==> src/rtl/gray_step_arbiter.sv <==
// Round-robin owner of a shared external 3-bit Gray counter: grant, clear, step N times, report.
// Optional GRAY_STEP_CHECK_EN adds a sticky ChkErr monitor of the counter's Gray sequence.
module gray_step_arbiter #(
  parameter int STEP_W = 4
) (
  input  logic              Clk,
  input  logic              Reset,
  input  logic [1:0]        Req,
  input  logic [STEP_W-1:0] Steps0,
  input  logic [STEP_W-1:0] Steps1,
  output logic [1:0]        Gnt,
  output logic              Busy,
  output logic [1:0]        Done,
  output logic [2:0]        Result,
  output logic              Wrap,
  output logic              CntReset,
  output logic              CntEn,
  input  logic [2:0]        CntValue,
  input  logic              CntOverflow
`ifdef GRAY_STEP_CHECK_EN
  ,
  output logic              ChkErr
`endif
);

  typedef enum logic [1:0] {IDLE, CLEAR, RUN, DONE} state_t;

  state_t            state_q;
  logic              owner_q;
  logic              last_q;
  logic [STEP_W-1:0] rem_q;
  logic [1:0]        gnt_q;
  logic [1:0]        done_q;
  logic              busy_q;
  logic              cnt_reset_q;
  logic              cnt_en_q;
  logic              pick;

  // Contention goes to whoever did not win last; last_q resets to 1 so requester 0 wins first.
  assign pick = (Req == 2'b11) ? ~last_q : Req[1];

  always_ff @(posedge Clk or posedge Reset) begin
    if (Reset) begin
      state_q     <= IDLE;
      owner_q     <= 1'b0;
      last_q      <= 1'b1;
      rem_q       <= '0;
      gnt_q       <= 2'b00;
      done_q      <= 2'b00;
      busy_q      <= 1'b0;
      cnt_reset_q <= 1'b0;
      cnt_en_q    <= 1'b0;
    end else begin
      case (state_q)
        IDLE: begin
          if (Req != 2'b00) begin
            owner_q     <= pick;
            last_q      <= pick;
            rem_q       <= pick ? Steps1 : Steps0;
            gnt_q       <= {pick, ~pick};
            busy_q      <= 1'b1;
            cnt_reset_q <= 1'b1;
            state_q     <= CLEAR;
          end
        end
        CLEAR: begin
          cnt_reset_q <= 1'b0;
          if (rem_q != '0) begin
            cnt_en_q <= 1'b1;
            state_q  <= RUN;
          end else begin
            done_q  <= {owner_q, ~owner_q};
            state_q <= DONE;
          end
        end
        RUN: begin
          rem_q <= rem_q - 1'b1;
          if (rem_q == 1) begin
            cnt_en_q <= 1'b0;
            done_q   <= {owner_q, ~owner_q};
            state_q  <= DONE;
          end
        end
        default: begin
          done_q  <= 2'b00;
          gnt_q   <= 2'b00;
          busy_q  <= 1'b0;
          state_q <= IDLE;
        end
      endcase
    end
  end

  assign Gnt      = gnt_q;
  assign Busy     = busy_q;
  assign Done     = done_q;
  assign CntReset = cnt_reset_q;
  assign CntEn    = cnt_en_q;
  // Only the counter readback is combinational, and only while reporting.
  assign Result   = (done_q != 2'b00) ? CntValue : 3'b000;
  assign Wrap     = (done_q != 2'b00) ? CntOverflow : 1'b0;

`ifdef GRAY_STEP_CHECK_EN
  logic       was_clear_q;
  logic       was_run_q;
  logic [2:0] prev_q;
  logic       chk_err_q;
  logic       bad;

  assign bad = (was_clear_q && (CntValue != 3'b000)) ||
               (was_run_q && ($countones(CntValue ^ prev_q) != 1));

  always_ff @(posedge Clk or posedge Reset) begin
    if (Reset) begin
      was_clear_q <= 1'b0;
      was_run_q   <= 1'b0;
      prev_q      <= 3'b000;
      chk_err_q   <= 1'b0;
    end else begin
      was_clear_q <= (state_q == CLEAR);
      was_run_q   <= (state_q == RUN);
      prev_q      <= CntValue;
      if (bad) chk_err_q <= 1'b1;
    end
  end

  assign ChkErr = chk_err_q;
`endif

endmodule
==> config.mk <==
export PLATFORM = sky130hd
export DESIGN_NAME = gray_step_arbiter
export DESIGN_NICKNAME = d
export VERILOG_FILES = /design/src/rtl/gray_step_arbiter.sv
export SDC_FILE = /design/constraint.sdc
export NUM_CORES = 1
export LEC_CHECK = 0
export ABC_AREA = 1
export CAP_MARGIN = 20
export CELL_PAD_IN_SITES_DETAIL_PLACEMENT = 1
export CELL_PAD_IN_SITES_GLOBAL_PLACEMENT = 2
export CORE_ASPECT_RATIO = 1.5
export CORE_MARGIN = 2
export CORE_UTILIZATION = 26
export DETAILED_ROUTE_END_ITERATION = 16
export GPL_ROUTABILITY_DRIVEN = 0
export GPL_TIMING_DRIVEN = 0
export PLACE_DENSITY = 0.91
export SLEW_MARGIN = 20
export SYNTH_ARGS = -nofsm -noshare
export SYNTH_HDL_FRONTEND = slang
export SYNTH_SLANG_ARGS = --single-unit
==> constraint.sdc <==
create_clock -name Clk -period 2 [get_ports Clk]
set_input_delay 0.4 -clock Clk [delete_from_list [all_inputs] [get_ports Clk]]
set_output_delay 0.4 -clock Clk [all_outputs]
set_load 0.02 [all_outputs]
==> qor.yml, run 1 <==
outcome:
  status: "complete, no violations"
clock_network:
  cts.sinks: 15
  tritoncts.num_buffers: 3
  clock_latency_ps: 250
  clkTransAtPathRegs_ps: 70
  number_of_setup_buffers_added_after_cts: 0
  cts_hold_buf: 0
  cts_tree: "built"
  clk_path_buf_depth: 2
  cts_root_buffer: "clkbuf_8"
  htreeDepth: 1
timing:
  final_max_slew_viol_count: 0
  timing.max_slew.rel_slack_pct: 57.9
  final_critical_path_share_of_the_clock_period_pct: 87.1
  rsz0062_at_grt: "false"
  worstMarginPinSlew_ps: 630
  final.min_clock_period_ps: 1740
  finalSetupViolations: 0
  report.final.hold_viol_count: 0
  fin_worst_skew_ps: 4.44
  worst_setup_slack_after_layout_ps: 258
  achievable-frequency_ghz: 0.574
synth:
  yosysMostFrequentCell: "nand2_1"
  count_of_flip_flops_with_a_built_in_enable_after_synthesis: 0
  netlist-cell-type-count: 16
  netlist_instances: 130
  synth_common_cells: "nand2_1 (45), inv_1 (21), dfrtp_1 (14), nand3_1 (11), nor2_1 (11)"
  netlist_area_um2: 920
  synthArstFlopShare_pct: 100
  synth_top_cell_area_share_pct: 38.1
  synth.avg_cell_area_um2: 7.07
  synthesis.yosys.warnings: 0
  synthFlopType: "dfrtp_1"
  synth.yosys.seq_area_share_pct: 41.0
  postSynthNetCount: 152
  ys_ff_latch: 15
  synth.top_cells.by_area: "dfrtp_1 (38%), nand2_1 (18%), inv_1 (8.6%)"
  synth_top_area_cell: "dfrtp_1"
routing:
  antenna_violating_nets_post_route: 0
  route.detailed.wl_per_inst_um: 12.5
  m1WireLength_um: 919
  post_drt_via_cell_ratio: 4.63
  route.met2.wl_um: 1400
  postRouteWirelength_um: 2520
  initial_drc_count: 9
  route.vias.total: 935
  met3_wirelength_um: 100
  drt-pass1-iter-count: 4
  route.detailed.drc: 0
  dr.max_layer_used: "met4"
worst_setup_path:
  startpoint: "CntValue[2]"
  worstReg2RegStart: "state_q[0]$_DFFE_PP0P_"
  crit_path_max_fo: 1
  critical_path.max_stage_delay_ps: 460
  timing.critical_path.cells: "clkdlybuf4s50_1, inv_1, nor2_1, dlygate4sd2_1"
  endpoint_kind: "output pin"
  crit_path_start_kind: "input port"
  cp_slowest_cell: "clkdlybuf4s50_1"
  worst-endpoint-required_ps: 1600
  worst_ep_arrival_time_ps: 1340
  setup.worst_path.class: "input port to output pin"
power_and_ir_drop:
  power.density_cell_area_nw_per_um2: 1560
  finalPower_mw: 1.99
  power.leakage_nw: 0.689
  vdd_drop_max_uv: 650
hold_path:
  holdCritStartpoint: "Gnt[0]$_DFFE_PP0P_"
  worst_hold_path_type: "register to register"
grt:
  grt_pass1_wl_um: 4550
  track_usage_pct: 15.0
  grt_overflow_total: 0
  grt_antenna_before_repair: 0
  grt_start_max_net_pins: 16
  first_global_vias: 1072
placed_design:
  place_worst_setup_slack_ps: -32.2
  dp_wirelength_um: 2050
  placed_cells: 198
  placement.io_buffers: 26
floorplanning:
  floorplan.rows: 26
  top_ports: 27
  dieHeight_um: 76.8
  die_width_um: 52.6
  die_area_um2: 4040
  floorplan.initialDensity_pct: 27.2
  fp.coreArea_um2: 3380
run:
  drv.max_cap_violation_count: 0
layout:
  instances_no_fill: 202
  syn_to_final_growth_pct: 39.2
  insertedDiodeCount: 0
  drive_gt1_share_pct: 8.13
  final_nets: 183
## kinds of logic (layout without fill, tap and decap cells)
family | after synthesis | in the layout | share of synthesized area [%]
AOI/OAI and AO/OA | 13 | 13 | 8.57
adders and majority gates | 6 | 6 | 8.16
buffers and inverters | 23 | 53 | 9.39
DFF | 15 | 15 | 41.0
and+or+nand+nor | 73 | 73 | 32.9
## flip-flops by register name (all words and copies together) (netlist names)
| signal | cells |
|---|---|
| rem_q | 4 |
| Done | 2 |
| Gnt | 2 |
| state_q | 2 |
| Busy | 1 |
| CntEn | 1 |
| CntReset | 1 |
| last_q | 1 |
| owner_q | 1 |
## per-layer routing
layer | vias up | GRT usage [%]
li1 | 461 | -
met1 | 430 | 13.7
met2 | 35 | 28.9
met3 | 9 | 2.14
met4 | 0 | 8.72
met5 | - | 0
## through the flow
| stage | utilization, % | area (um^2) | hold WS (ps) | TNS [ps] |
|---|---|---|---|---|
| final | 37.8 | 1280 | 484 | 0 |
| after global routing | 37.8 | 1280 | 529 | 0 |
| after CTS | 37.8 | 1280 | 492 | 0 |
| after detailed placement | 36.4 | 1230 | 473 | -57.6 |
| after global placement | 36.4 | 1230 | 457 | 0 |
| after floorplan | - | 920 | 301 | 0 |
## critical path: cells and delay by family
| family | cells | cell delay (ps) |
|---|---|---|
| buffers and inverters | 3 | 840 |
| and+or+nand+nor | 1 | 100 |
## report_power, final
part	switching, mW	internal [mW]
Sequential	0.107	0.458
Clock	0.123	0.140
Combinational	0.730	0.436
## timing repair
| item | CTS | global route |
|---|---|---|
| cloned | 0 | 0 |
| endpoints found under the setup margin | 3 | 1 |
| hold endpoints to repair | 0 | 0 |
| resized for setup | 3 | 1 |
## path summary, 6_finish.rpt
kind / end / slack, ps / cells after the start
min in group asynchronous: Done[1]$_DFFE_PP0P_ / 520 / 2
setup reg to reg: rem_q[2]$_DFFE_PP0P_ / 510 / 7
setup / recovery: Result[2] / 260 / 4
hold / removal: Gnt[0]$_DFFE_PP0P_ / 480 / 2
hold reg to reg: Gnt[0]$_DFFE_PP0P_ / 480 / 2
max in group asynchronous: CntEn$_DFFE_PP0P_ / 1070 / 2
## layout make-up
type,instances,area (um^2)
clock inverter,1,7.51
tap,42,52.6
sequential,15,377
fill,441,2100
clock buffer,3,41.3
timing repair buffer,26,259
inverter,23,86.3
multi-input combinational,92,457
## cells in the final DEF, fill, tap and decap left out
cell type / n
a21oi_1: 2
clkbuf_8: 3
clkdlybuf4s50_1: 22
clkinvlp_4: 1
dfrtp_1: 14
dfstp_2: 1
dlygate4sd2_1: 3
dlymetal6s2s_1: 1
ha_1: 6
inv_1: 21
inv_2: 2
nand2_1: 45
nand2_2: 1
nand3_1: 11
nand4_1: 3
nor2_1: 11
nor2_2: 2
o211ai_1: 1
o21ai_0: 4
o21ai_1: 3
o21ai_2: 3
Note: power is estimated with default switching activity, not from simulation.
==> run 2, diff against run 1 <==
--- a/config.mk
+++ b/config.mk
@@ -16,7 +16,9 @@
 export GPL_ROUTABILITY_DRIVEN = 0
 export GPL_TIMING_DRIVEN = 0
 export PLACE_DENSITY = 0.91
+export SKIP_CTS_REPAIR_TIMING = 1
 export SLEW_MARGIN = 20
 export SYNTH_ARGS = -nofsm -noshare
 export SYNTH_HDL_FRONTEND = slang
 export SYNTH_SLANG_ARGS = --single-unit
+export TNS_END_PERCENT = 20
==> run 2 against run 1 <==
Clock-buffer cell count unchanged. Fmax up 4.8%. Clock skew unchanged. Hold slack unchanged. Die area unchanged. Critical path depth down 3. Register-to-register slack about the same. Routed wire length up 0.40%. Clock power about the same. Via count unchanged. Combinational power about the same. Sequential share of layout area down 0.26 points.
==> qor.yml, run 2 (synthesis results as in run 1) <==
grt:
  track_usage_pct: 15.0  # unchanged
  grt_antenna_before_repair: 0  # unchanged
  grt_pass1_wl_um: 4550  # unchanged
  first_global_vias: 1072  # unchanged
  grt_overflow_total: 0  # unchanged
  grt_start_max_net_pins: 16  # unchanged
power_and_ir_drop:
  internal_power_mw: 1.04  # was 1.03 mW
  finalPower_mw: 2.00  # was 1.99 mW
  netSwitchingPower_mw: 0.961  # was 0.960 mW
  power.leakage_nw: 0.724  # was 0.689 nW
  power.density_cell_area_nw_per_um2: 1550  # was 1560 nW/um^2
  clock_network_power_share_pct: 13.1  # was 13.2%
  share_comb_of_total_power_pct: 58.7  # was 58.5%
  vdd_drop_max_uv: 651  # was 650 uV
  power.share.sequential_pct: 28.2  # was 28.3%
  power_switching_share_pct: 47.9  # was 48.1%
worst_setup_path:
  timing.critical_path.cells: "clkdlybuf4s50_1"  # was clkdlybuf4s50_1, inv_1, nor2_1, dlygate4sd2_1
  setup.worst_path.class: "register to output pin"  # was input port to output pin
  endpoint_kind: "output pin"  # unchanged
  cp_slowest_cell: "clkdlybuf4s50_1"  # unchanged
  critical_path.max_stage_delay_ps: 630  # was 460 ps
  crit_path_start_kind: "register"  # was input port
  crit_path_max_fo: 2  # was 1
  worst_ep_arrival_time_ps: 1260  # was 1340 ps
  worst-endpoint-required_ps: 1600  # about the same
  number_of_buffer_and_inverter_stages_on_the_critical_path: 1  # was 3
  critical-path-top-delay-family: "buffers and inverters"  # unchanged
layout:
  num-fill-cells: 437  # was 441
  syn_to_final_growth_pct: 40.4  # was 39.2%
  instances_no_fill: 202  # unchanged
  largest_register_ffs: 4  # unchanged
  registers.top_by_ff_count: "rem_q"  # unchanged
  drive_gt1_share_pct: 8.13  # unchanged
  finalCoreUtilization_pct: 38.2  # was 37.8%
  layout_commonest_cell: "nand2_1"  # unchanged
  mostFrequentLayoutCells: "nand2_1 (45), clkdlybuf4s50_1 (22), inv_1 (21)"  # unchanged
  final_nets: 183  # unchanged
  insertedDiodeCount: 0  # unchanged
  final_area_um2: 1290  # was 1280 um^2
floorplanning:
  die_width_um: 52.6  # unchanged
  die_area_um2: 4040  # unchanged
  floorplan.rows: 26  # unchanged
  top_ports: 27  # unchanged
  floorplan.initialDensity_pct: 27.2  # unchanged
  fp.coreArea_um2: 3380  # unchanged
  dieHeight_um: 76.8  # unchanged
timing:
  worstMarginPinSlew_ps: 630  # unchanged
  rsz0062_at_grt: "false"  # unchanged
  report.final.hold_viol_count: 0  # unchanged
  finalSetupViolations: 0  # unchanged
  fin_worst_skew_ps: 4.44  # unchanged
  setup_tns_final_ps: 0  # unchanged
  final_critical_path_share_of_the_clock_period_pct: 83.1  # was 87.1%
  timing.max_slew.rel_slack_pct: 57.9  # unchanged
  worst_setup_slack_after_layout_ps: 338  # was 258 ps
  final_max_slew_viol_count: 0  # unchanged
  fin_hold_ws_ps: 484  # unchanged
  final.min_clock_period_ps: 1660  # was 1740 ps
  achievable-frequency_ghz: 0.602  # was 0.574 GHz
routing:
  postRouteWirelength_um: 2530  # was 2520 um
  initial_drc_count: 10  # was 9
  antenna_violating_nets_post_route: 0  # unchanged
  post_drt_via_cell_ratio: 4.63  # unchanged
  drt-pass1-iter-count: 4  # unchanged
  route.vias.total: 935  # unchanged
  route.detailed.wl_per_inst_um: 12.5  # about the same
  route.detailed.drc: 0  # unchanged
clock_network:
  clk_path_buf_depth: 2  # unchanged
  clkTransAtPathRegs_ps: 70  # about the same
  tritoncts.num_buffers: 3  # unchanged
  cts_root_buffer: "clkbuf_8"  # unchanged
  htreeDepth: 1  # unchanged
  cts_tree: "built"  # unchanged
  clock_latency_ps: 250  # about the same
  cts.sinks: 15  # unchanged
outcome:
  status: "complete, no violations"  # unchanged
run:
  drv.max_cap_violation_count: 0  # unchanged
placed_design:
  placed_cells: 198  # unchanged
  placement.io_buffers: 26  # unchanged
  dp_wirelength_um: 2050  # unchanged
  placement.cell_area_um2: 1230  # unchanged
  place_worst_setup_slack_ps: -32.2  # unchanged
hold_path:
  worst_hold_path_type: "register to register"  # unchanged
run 2: cell types whose count changed in the layout (fill, tap and decap cells not counted):
cell,previous run,this run
dlygate4sd2_1,3,0
dlymetal6s2s_1,1,4
run 2: worst register-to-register path, cell delays in order (launching register included):
cell     delay [ps]
dfrtp_1         430
inv_1           100
ha_1            290
inv_1           190
a21oi_1         130
o21ai_0         100
nand3_1          90
nand2_1          50
run 2: per-layer routing:
metal | vias to the layer above | wire, um | global-route usage (%)
met5 | - | 0 | 0
met4 | 0 | 102 | 8.72
met3 | 9 | 108 | 2.14
met2 | 35 | 1400 | 28.9
met1 | 430 | 918 | 13.7
li1 | 461 | - | -
run 2: layout make-up:
cell class / instances / area (um^2) / area share, %
clock buffers: 3 / 41.3 / 3.20
repair buffers: 26 / 270 / 20.9
multi-input cells: 92 / 457 / 35.4
well taps: 42 / 52.6 / 4.07
inverters: 23 / 86.3 / 6.69
clock inverters: 1 / 7.51 / 0.581
flip-flops and latches: 15 / 377 / 29.2
run 2: worst paths after layout:
path                                         from  depth (start not counted)                   end  slack (ps)
min in group asynchronous                   Reset                          2   Done[1]$_DFFE_PP0P_         520
max                              Busy$_DFFE_PP0P_                          1                  Busy         340
min reg2reg                    Gnt[0]$_DFFE_PP0P_                          2    Gnt[0]$_DFFE_PP0P_         480
max reg2reg                state_q[0]$_DFFE_PP0P_                          7  rem_q[2]$_DFFE_PP0P_         510
min                            Gnt[0]$_DFFE_PP0P_                          2    Gnt[0]$_DFFE_PP0P_         480
max in group asynchronous                   Reset                          2     CntEn$_DFFE_PP0P_        1070
run 2: power groups by stage:
stage	clock network, mW	registers, mW	logic (mW)
after global routing	0.282	0.594	1.36
final	0.263	0.565	1.18
after CTS	0.269	0.569	1.20
after global placement	0	0.562	1.14
after floorplan	0	0.615	0.731
after detailed placement	0	0.574	1.18
==> run 3, diff against run 2 <==
--- a/config.mk
+++ b/config.mk
@@ -11,11 +11,11 @@
 export CELL_PAD_IN_SITES_GLOBAL_PLACEMENT = 2
 export CORE_ASPECT_RATIO = 1.5
 export CORE_MARGIN = 2
-export CORE_UTILIZATION = 26
+export CORE_UTILIZATION = 22
 export DETAILED_ROUTE_END_ITERATION = 16
 export GPL_ROUTABILITY_DRIVEN = 0
 export GPL_TIMING_DRIVEN = 0
-export PLACE_DENSITY = 0.91
+export PLACE_DENSITY = 0.83
 export SKIP_CTS_REPAIR_TIMING = 1
 export SLEW_MARGIN = 20
 export SYNTH_ARGS = -nofsm -noshare
==> constraint.sdc (replaced) <==
create_clock -name Clk -period 1.41 [get_ports Clk]
set_input_delay 0.282 -clock Clk [delete_from_list [all_inputs] [get_ports Clk]]
set_output_delay 0.282 -clock Clk [all_outputs]
set_load 0.02 [all_outputs]
==> run 3 against run 2 <==
Clock-buffer cell count unchanged. Die area grew 17%. Setup slack lost 320 ps. Non-clock buffer count is 6 higher. Final cell count increased by 4.5%. Via count rose by 2.5%. Routed wire length shrank 2.8%. Combinational power up 65%. Largest cell class unchanged. Sequential power is 45% higher.
==> qor.yml, run 3 (synthesis results as in run 1) <==
outcome:
  status: "complete, no violations"  # unchanged
clock_network:
  cts_tree: "built"  # unchanged
  clock_latency_ps: 250  # about the same
  clk_path_buf_depth: 2  # unchanged
  clkTransAtPathRegs_ps: 70  # about the same
  tritoncts.num_buffers: 3  # unchanged
  htreeDepth: 1  # unchanged
  cts.sinks: 15  # unchanged
  cts_root_buffer: "clkbuf_8"  # unchanged
worst_setup_path:
  r2r_end: "rem_q[0]$_DFFE_PP0P_"  # was rem_q[2]$_DFFE_PP0P_
  timing.reg2reg.setup_slack_ps: 30  # was 510 ps
  setup.worst_path.class: "register to output pin"  # unchanged
  cp_slowest_cell: "dfrtp_1"  # was clkdlybuf4s50_1
  worst_ep_arrival_time_ps: 1110  # was 1260 ps
  startpoint: "Done[1]$_DFFE_PP0P_"  # was Busy$_DFFE_PP0P_
  crit_path_max_fo: 4  # was 2
  setup.worst_path.end: "Result[2]"  # was Busy
  r2r_cells: 7  # unchanged
  critical_path.max_stage_delay_ps: 410  # was 630 ps
  crit_path_start_kind: "register"  # unchanged
  worstReg2RegStart: "state_q[0]$_DFFE_PP0P_"  # unchanged
  endpoint_kind: "output pin"  # unchanged
  worst-endpoint-required_ps: 1130  # was 1600 ps
  timing.critical_path.cells: "buf_6, nor2_4, nor2_1, buf_2"  # was clkdlybuf4s50_1
grt:
  grt_overflow_total: 0  # unchanged
  grt_pass1_wl_um: 4160  # was 4550 um
  grt_start_max_net_pins: 16  # unchanged
  track_usage_pct: 11.2  # was 15.0%
  grt_antenna_before_repair: 0  # unchanged
  first_global_vias: 981  # was 1072
placed_design:
  placement.io_buffers: 26  # unchanged
  dp_wirelength_um: 1970  # was 2050 um
  placement.cell_area_um2: 1240  # was 1230 um^2
floorplanning:
  fp.coreArea_um2: 3990  # was 3380 um^2
  die_area_um2: 4720  # was 4040 um^2
  die_width_um: 56.8  # was 52.6 um
  floorplan.rows: 28  # was 26
  floorplan.initialDensity_pct: 23.0  # was 27.2%
  top_ports: 27  # unchanged
  dieHeight_um: 83.2  # was 76.8 um
routing:
  postRouteWirelength_um: 2460  # was 2530 um
  route.detailed.drc: 0  # unchanged
  initial_drc_count: 19  # was 10
  route.vias.total: 958  # was 935
  drt-pass1-iter-count: 2  # was 4
  antenna_violating_nets_post_route: 0  # unchanged
  post_drt_via_cell_ratio: 4.54  # was 4.63
  route.detailed.wl_per_inst_um: 11.6  # was 12.5 um
layout:
  seq_area_um2: 378  # was 377 um^2
  insertedDiodeCount: 0  # unchanged
  registers.top_by_ff_count: "rem_q"  # unchanged
  drive_gt1_share_pct: 21.1  # was 8.13%
  mostFrequentLayoutCells: "nand2_1 (44), inv_1 (17), clkdlybuf4s50_1 (15)"  # was nand2_1 (45), clkdlybuf4s50_1 (22), inv_1 (21)
  finalCoreUtilization_pct: 35.2  # was 38.2%
  largest_register_ffs: 4  # unchanged
  final_nets: 189  # was 183
  syn_to_final_growth_pct: 52.7  # was 40.4%
  multiInputGateArea_um2: 518  # was 457 um^2
  final_area_um2: 1400  # was 1290 um^2
  layout_commonest_cell: "nand2_1"  # unchanged
  num-fill-cells: 516  # was 437
timing:
  timing.max_slew.rel_slack_pct: 59.0  # was 57.9%
  final_max_slew_viol_count: 0  # unchanged
  achievable-frequency_ghz: 0.720
  final_critical_path_share_of_the_clock_period_pct: 98.5
  fin_worst_skew_ps: 7.92  # was 4.44 ps
  final.min_clock_period_ps: 1390
  finalSetupViolations: 0  # unchanged
  setup_tns_final_ps: 0  # unchanged
  report.final.hold_viol_count: 0  # unchanged
  rsz0062_at_grt: "true"  # was false
  worstMarginPinSlew_ps: 614  # was 630 ps
hold_path:
  worst_hold_path_type: "input port to asynchronous set/reset pin"  # was register to register
power_and_ir_drop:
  vdd_drop_max_uv: 1110  # was 651 uV
  power.leakage_nw: 0.790  # was 0.724 nW
  power.density_cell_area_nw_per_um2: 2230  # was 1550 nW/um^2
run:
  drv.max_cap_violation_count: 0  # unchanged
==> run 3: changes by cell type in the layout (fill, tap and decap cells not counted), moves of 3 or more <==
| cell | previous run | this run |
|---|---|---|
| inv_2 | 2 | 5 |
| buf_4 | 0 | 5 |
| ha_4 | 0 | 3 |
| inv_1 | 21 | 17 |
| dlymetal6s2s_1 | 4 | 7 |
| buf_2 | 0 | 3 |
| ha_1 | 6 | 3 |
| clkdlybuf4s50_1 | 22 | 15 |
==> run 3: area by class of cell <==
type,count,share of cell area (%)
Multi-Input combinational cell,92,36.9
Sequential cell,15,26.9
Timing Repair Buffer,32,22.3
Inverter,23,6.42
Tap cell,45,4.01
Clock buffer,3,2.94
Clock inverter,1,0.535
==> run 3: metal layers <==
layer  global-route usage (%)  routed length [um]
met5                        0                   0
met4                     5.07                  36
met3                     2.02                 120
met2                     21.9                1360
met1                     10.9                 935
==> run 3: worst min path at each step <==
| stage | endpoint | depth (start not counted) | start |
|---|---|---|---|
| floorplan | Busy$_DFFE_PP0P_ | 1 | Reset |
| global placement | Busy$_DFFE_PP0P_ | 2 | Busy$_DFFE_PP0P_ |
| detailed placement | Busy$_DFFE_PP0P_ | 2 | Busy$_DFFE_PP0P_ |
| CTS | Gnt[1]$_DFFE_PP0P_ | 2 | Reset |
| global route | Done[1]$_DFFE_PP0P_ | 2 | Reset |
| finish | Done[0]$_DFFE_PP0P_ | 2 | Reset |
==> run 3: critical path, delay by kind of cell, from the launching register on <==
family	cells	cell delay (ps)
flip-flops	1	410
buffers and inverters	2	280
AND/OR/NAND/NOR	2	160
==> run 3: metrics by stage <==
| step | power, mW | instances | worst slack, ps | hold WS, ps |
|---|---|---|---|---|
| floorplan | 1.91 | 130 | 159 | 183 |
| global placement | 2.42 | 201 | -344 | 456 |
| detailed placement | 2.48 | 201 | -371 | 468 |
| CTS | 2.87 | 205 | -401 | 422 |
| global route | 3.47 | 211 | -61.1 | 460 |
| finish | 3.14 | 211 | 21.2 | 400 |
==> run 3: report_power, final <==
group / switching (mW) / internal [mW] / total, mW
sequential: 0.166 / 0.652 / 0.818
combinational: 1.13 / 0.821 / 1.95
clock: 0.170 / 0.199 / 0.368
